===== config.mk =====
export PLATFORM = sky130hd
export DESIGN_NAME = tgl_hs_responder_flat
export DESIGN_NICKNAME = d
export VERILOG_FILES = /design/src/rtl/tgl_hs_responder_if.sv /design/src/rtl/tgl_hs_responder.sv /design/src/flat_wrapper.sv
export SDC_FILE = /design/constraint.sdc
export NUM_CORES = 1
export LEC_CHECK = 0
export BUFFER_PORTS_ARGS = -buffer_cell sky130_fd_sc_hd__buf_2
export CORE_MARGIN = 10
export CORE_UTILIZATION = 45
export DETAILED_ROUTE_END_ITERATION = 12
export HOLD_SLACK_MARGIN = 0.08
export PLACE_DENSITY = 0.77
export SLEW_MARGIN = 10
export SYNTH_ARGS = -nofsm -noshare
export SYNTH_HDL_FRONTEND = slang
export SYNTH_SLANG_ARGS = --single-unit

===== constraint.sdc =====
create_clock -name clk -period 1.6 [get_ports clk]
set_input_delay 0.32 -clock clk [delete_from_list [all_inputs] [get_ports clk]]
set_output_delay 0.32 -clock clk [all_outputs]
set_load 0.02 [all_outputs]

===== src/rtl/tgl_hs_responder_if.sv =====
`timescale 1ns/1ps
`default_nettype none
// +----------------------------------------------------------------------+
// | tgl_hs_responder_if : toggle request/ack link plus valid/ready port    |
// | Rev 1.0                                                                |
// +----------------------------------------------------------------------+
interface tgl_hs_responder_if #(
  parameter int DW = 8
);
  logic          req_t;
  logic [DW-1:0] din;
  logic          ack_t;
  logic          out_valid;
  logic [DW-1:0] out_data;
  logic          out_ready;

  modport master (
    output req_t, din, out_ready,
    input  ack_t, out_valid, out_data
  );

  modport slave (
    input  req_t, din, out_ready,
    output ack_t, out_valid, out_data
  );
endinterface
`default_nettype wire


===== src/rtl/tgl_hs_responder.sv =====
`timescale 1ns/1ps
`default_nettype none
// +----------------------------------------------------------------------+
// | tgl_hs_responder : two-phase request responder with valid/ready output |
// | Optional one-entry skid buffer: define TGL_HS_RESP_SKID_EN.  Rev 1.0   |
// +----------------------------------------------------------------------+
module tgl_hs_responder #(
  parameter int DW          = 8,
  parameter int SYNC_STAGES = 2,
  parameter int CNT_W       = 8
) (
  input  logic             clk,
  input  logic             rst,
  tgl_hs_responder_if.slave hs,
  output logic [CNT_W-1:0] evt_cnt,
  output logic             err,
  input  logic             err_clr
);

  localparam logic [0:0] IDLE = 1'b0;
  localparam logic [0:0] HOLD = 1'b1;

  logic [SYNC_STAGES-1:0] sync_q;
  logic                   req_last_q;
  logic                   req_s;
  logic                   evt;
  logic                   hold_refill;

  logic [0:0]       state_q, state_d;
  logic             out_valid_q, out_valid_d;
  logic [DW-1:0]    out_data_q, out_data_d;
  logic             ack_q, ack_d;
  logic [CNT_W-1:0] cnt_q, cnt_d;
  logic             err_q, err_d;

  assign req_s = sync_q[SYNC_STAGES-1];
  assign evt   = req_s ^ req_last_q;

`ifdef TGL_HS_RESP_SKID_EN
  logic          skid_valid_q, skid_valid_d;
  logic [DW-1:0] skid_data_q, skid_data_d;

  // A consumed HOLD entry is immediately replaced by a skid entry or a same-cycle event.
  assign hold_refill = skid_valid_q | evt;

  always_ff @(posedge clk or posedge rst) begin
    if (rst) begin
      skid_valid_q <= 1'b0;
      skid_data_q  <= '0;
    end else begin
      skid_valid_q <= skid_valid_d;
      skid_data_q  <= skid_data_d;
    end
  end
`else
  assign hold_refill = 1'b0;
`endif

  always_ff @(posedge clk or posedge rst) begin
    if (rst) begin
      sync_q     <= '0;
      req_last_q <= 1'b0;
    end else begin
      sync_q     <= {sync_q[SYNC_STAGES-2:0], hs.req_t};
      req_last_q <= req_s;
    end
  end

  always_ff @(posedge clk or posedge rst) begin
    if (rst) begin
      state_q <= IDLE;
    end else begin
      state_q <= state_d;
    end
  end

  always_comb begin
    state_d = state_q;
    case (state_q)
      IDLE:    if (evt) state_d = HOLD;
      default: if (hs.out_ready && !hold_refill) state_d = IDLE;
    endcase
  end

  always_comb begin
    out_valid_d = out_valid_q;
    out_data_d  = out_data_q;
    ack_d       = ack_q;
    cnt_d       = cnt_q;
    err_d       = err_q & ~err_clr;
`ifdef TGL_HS_RESP_SKID_EN
    skid_valid_d = skid_valid_q;
    skid_data_d  = skid_data_q;
`endif
    case (state_q)
      IDLE: begin
        if (evt) begin
          out_valid_d = 1'b1;
          out_data_d  = hs.din;
        end
      end
      default: begin
        if (hs.out_ready) begin
          out_valid_d = 1'b0;
          ack_d       = ~ack_q;
          cnt_d       = cnt_q + CNT_W'(1);
        end
`ifdef TGL_HS_RESP_SKID_EN
        if (hs.out_ready && skid_valid_q) begin
          out_valid_d  = 1'b1;
          out_data_d   = skid_data_q;
          skid_valid_d = evt;
          if (evt) skid_data_d = hs.din;
        end else if (hs.out_ready && evt) begin
          out_valid_d = 1'b1;
          out_data_d  = hs.din;
        end else if (evt && !skid_valid_q) begin
          skid_valid_d = 1'b1;
          skid_data_d  = hs.din;
        end else if (evt) begin
          err_d = 1'b1;
        end
`else
        if (evt) err_d = 1'b1;
`endif
      end
    endcase
  end

  always_ff @(posedge clk or posedge rst) begin
    if (rst) begin
      out_valid_q <= 1'b0;
      out_data_q  <= '0;
      ack_q       <= 1'b0;
      cnt_q       <= '0;
      err_q       <= 1'b0;
    end else begin
      out_valid_q <= out_valid_d;
      out_data_q  <= out_data_d;
      ack_q       <= ack_d;
      cnt_q       <= cnt_d;
      err_q       <= err_d;
    end
  end

  assign hs.out_valid = out_valid_q;
  assign hs.out_data  = out_data_q;
  assign hs.ack_t     = ack_q;
  assign evt_cnt      = cnt_q;
  assign err          = err_q;

endmodule
`default_nettype wire

===== src/flat_wrapper.sv =====
// flat-port wrapper written by rule: the top's interface ports become plain ports
module tgl_hs_responder_flat 
#(
  parameter int DW          = 8,
  parameter int SYNC_STAGES = 2,
  parameter int CNT_W       = 8
)
  (clk, rst, evt_cnt, err, err_clr, hs_req_t, hs_din, hs_out_ready, hs_ack_t, hs_out_valid, hs_out_data);
  tgl_hs_responder_if #(.DW(DW)) hs_i ();
  input  logic clk;
  input  logic rst;
  output logic [CNT_W-1:0] evt_cnt;
  output logic err;
  input  logic err_clr;
  input wire logic [$bits(hs_i.req_t)-1:0] hs_req_t;
  input wire logic [$bits(hs_i.din)-1:0] hs_din;
  input wire logic [$bits(hs_i.out_ready)-1:0] hs_out_ready;
  output wire logic [$bits(hs_i.ack_t)-1:0] hs_ack_t;
  output wire logic [$bits(hs_i.out_valid)-1:0] hs_out_valid;
  output wire logic [$bits(hs_i.out_data)-1:0] hs_out_data;
  assign hs_i.req_t = hs_req_t;
  assign hs_i.din = hs_din;
  assign hs_i.out_ready = hs_out_ready;
  assign hs_ack_t = hs_i.ack_t;
  assign hs_out_valid = hs_i.out_valid;
  assign hs_out_data = hs_i.out_data;
  tgl_hs_responder #(.DW(DW), .SYNC_STAGES(SYNC_STAGES), .CNT_W(CNT_W)) u_core (.clk(clk), .rst(rst), .hs(hs_i), .evt_cnt(evt_cnt), .err(err), .err_clr(err_clr));
endmodule

==> flow_summary_export.csv <==
group,metric,value,unit
status,status,"finished clean",
placement,place_congestion,0.648,
floorplan,core,0.00194,mm²
global_route,grt_max_degree,24,
global_route,antenna_found_initial,0,
global_route,grt_pass1_vias,620,
pwr,power.density,1690,mW/mm²
synthesis,syn_inst,61,
pwr,vdd_drop_max,0.772,mV
placement,place_hpwl,1340,µm
timing,skew,2.48,ps
detailed_routing,firstDrtPassIters,2,
synthesis,ys_ff_latch,23,
detailed_routing,ant_nets,0,
finish,area.growth.synth_to_final,25.4,%
synthesis,synth_top_area_cell,"dfrtp_1",
detailed_routing,drt-total-wl,1710,µm
finish,fin_nets,113,
detailed_routing,top_layer,"met4",
critical_path,arrival,1620,ps
placement,place_area,0.00109,mm²
clocking,numCtsBuffers,3,
timing,rsz0062_at_grt,"no",
critical_path,worstSetupStartpointType,"flop",
job,cap_violations,0,
detailed_routing,dr_wl_met3,117,µm
detailed_routing,wl_met1,761,µm
timing,report.final.slew_viol_count,0,
synthesis,async_flop_share,100,%
clocking,cts.sinks,23,
detailed_routing,viasPerCell,4.56,
synthesis,syn_area,902,µm²
timing,min_period,1420,ps
synthesis,yosysSeqAreaShare,63.8,%
finish,diodes,0,
synthesis,yosys-top-cells-count,"dfrtp_1, mux2_4, nand2_1, xnor2_1, xor2_1",
pwr,leakagePower,0.583,nW
clocking,clock_latency,300,ps
finish,finalInstanceArea,0.00113,mm²
detailed_routing,routedWlPerCell,13.7,µm
global_route,grt_use_total,8.42,%
timing,setup_viol,0,
clocking,root_buffer,"clkbuf_4",
synthesis,synth_area_leaders,"dfrtp_1, mux2_4, xnor2_1, xor2_1, nand2_1",
global_route,gr-total-overflow,0,
floorplan,dieArea,0.00420,mm²
floorplan,rows,16,
detailed_routing,vias,570,
synthesis,yosysUniqueCellTypes,18,
timing,worst_slew_pin_slew,284,ps
timing,fmax,0.704,GHz
critical_path,cp.required,1800,ps
synthesis,synth_edf_count,0,
detailed_routing,remaining_drc_errors,0,
critical_path,crit_type,"reg2reg",
pwr,finalPower,0.00191,W
clocking,cts.clk_slew.worst_paths,120,ps
timing,fin_crit_sh,88.7,%
critical_path,worstSetupEndpointType,"flop",
floorplan,initial_utilization,46.5,%
hold_path,hold_path_class,"in2reg",
floorplan,die_y,64.8,µm
critical_path,critPathMaxFanout,9,
synthesis,synth_nets,75,
floorplan,ioPinCount,32,
synthesis,synth_ff_type,"dfrtp_1",
finish,drive_gt1_share,45.9,%
finish,utilization,58.2,%
clocking,cts.htree.levels,1,
placement,port_buffers,31,
clocking,cts_resized,0,
synthesis,yosysMostFrequentCell,"dfrtp_1",
clocking,cts_setup_buffers,0,
synthesis,ys_warn_count,0,
synthesis,syn-mean-instance-area,14.8,µm²
timing,slew_headroom,81.1,%
synthesis,synth_top_area_share,63.8,%
floorplan,die_x,64.8,µm
detailed_routing,drt_iter0_drc,16,
timing,final.setup.tns,0,ps
clocking,clk_path_buf_depth,2,
timing,hold_violations,0,
clocking,cts_tree,"done",
global_route,grt_pass1_wl,2830,µm
clocking,holdBufCountCts,1,
detailed_routing,dr_wl_met2,826,µm
## placed cells by master (no fill, tap or decap), drive strengths merged
| cell | count |
|---|---|
| clkbuf | 4 |
| inv | 2 |
| xnor2 | 6 |
| o21a | 2 |
| xor2 | 3 |
| and4 | 1 |
| nor2 | 1 |
| mux2 | 9 |
| dlygate4sd3 | 1 |
| nand2 | 6 |
| and2b | 1 |
| buf | 33 |
| ha | 1 |
| nand3 | 1 |
| and3 | 1 |
| dfrtp | 23 |
| nor3 | 1 |
| nand4 | 1 |
| o21ai | 1 |
## stage by stage
stage | setup slack, ps | std cells | hold slack, ps
2_1_floorplan | 330 | 61 | 322
5_1_grt | 108 | 125 | 95.4
3_3_place_gp | 273 | 120 | 336
6_report | 180 | 125 | 120
3_5_place_dp | 184 | 120 | 338
4_1_cts | 171 | 125 | 110
## power by group
part | switching (W) | total, W | internal (W)
sequential | 0.000143 | 0.000906 | 0.000763
clock | 0.000161 | 0.000258 | 0.0000970
combinational | 0.000408 | 0.000746 | 0.000338
total | 0.000711 | 0.00191 | 0.00120
## area by class of cell
class                           count  area [µm²]
Timing Repair Buffer               34         180
Clock buffer                        4        26.3
Tap cell                           27        33.8
Fill cell                         193         811
Multi-Input combinational cell     35         308
Inverter                            2        7.51
Sequential cell                    23         576
## critical path, stage by stage, from the launching register on
cell     delay, ps
dfrtp_1        410
xor2_1         230
and2b_1        160
buf_4          200
mux2_4         320
## per-layer routing
layer / global-route usage, % / vias to the layer above
met1: 9.50 / 277
li1: - / 275
met4: 2.41 / 0
met3: 3.95 / 2
met5: 0 / -
met2: 13.9 / 16
## state kept, by name, indices dropped and copies added, names as in the netlist
name / flops
u_core.err: 1
u_core.sync_q: 2
u_core.hs.out_valid: 1
u_core.state_q: 1
u_core.req_last_q: 1
u_core.hs.ack_t: 1
u_core.hs.out_data: 8
u_core.evt_cnt: 8
## path summary, 6_finish.rpt
check / start / end / slack, ps / cells after the start
hold reg to reg: u_core.sync_q[0] / u_core.sync_q[1] / 360 / 0
hold / removal: hs_req_t / u_core.sync_q[0] / 120 / 1
min in group asynchronous: rst / u_core.evt_cnt[7] / 580 / 4
setup / recovery: u_core.sync_q[1] / u_core.hs.out_data[4] / 180 / 4
setup reg to reg: u_core.sync_q[1] / u_core.hs.out_data[4] / 180 / 4
max in group asynchronous: rst / u_core.evt_cnt[0] / 790 / 4
## cells by family after synthesis
family	count (synthesis)	share of synthesized area (%)
AOI/OAI and AO/OA	3	2.22
adders and majority gates	1	1.39
muxes	9	14.6
xor gates and xnor gates	9	8.74
DFF	23	63.8
and+or+nand+nor	13	7.21
buffers and inverters	3	2.08
(Power assumes the default switching activity.)
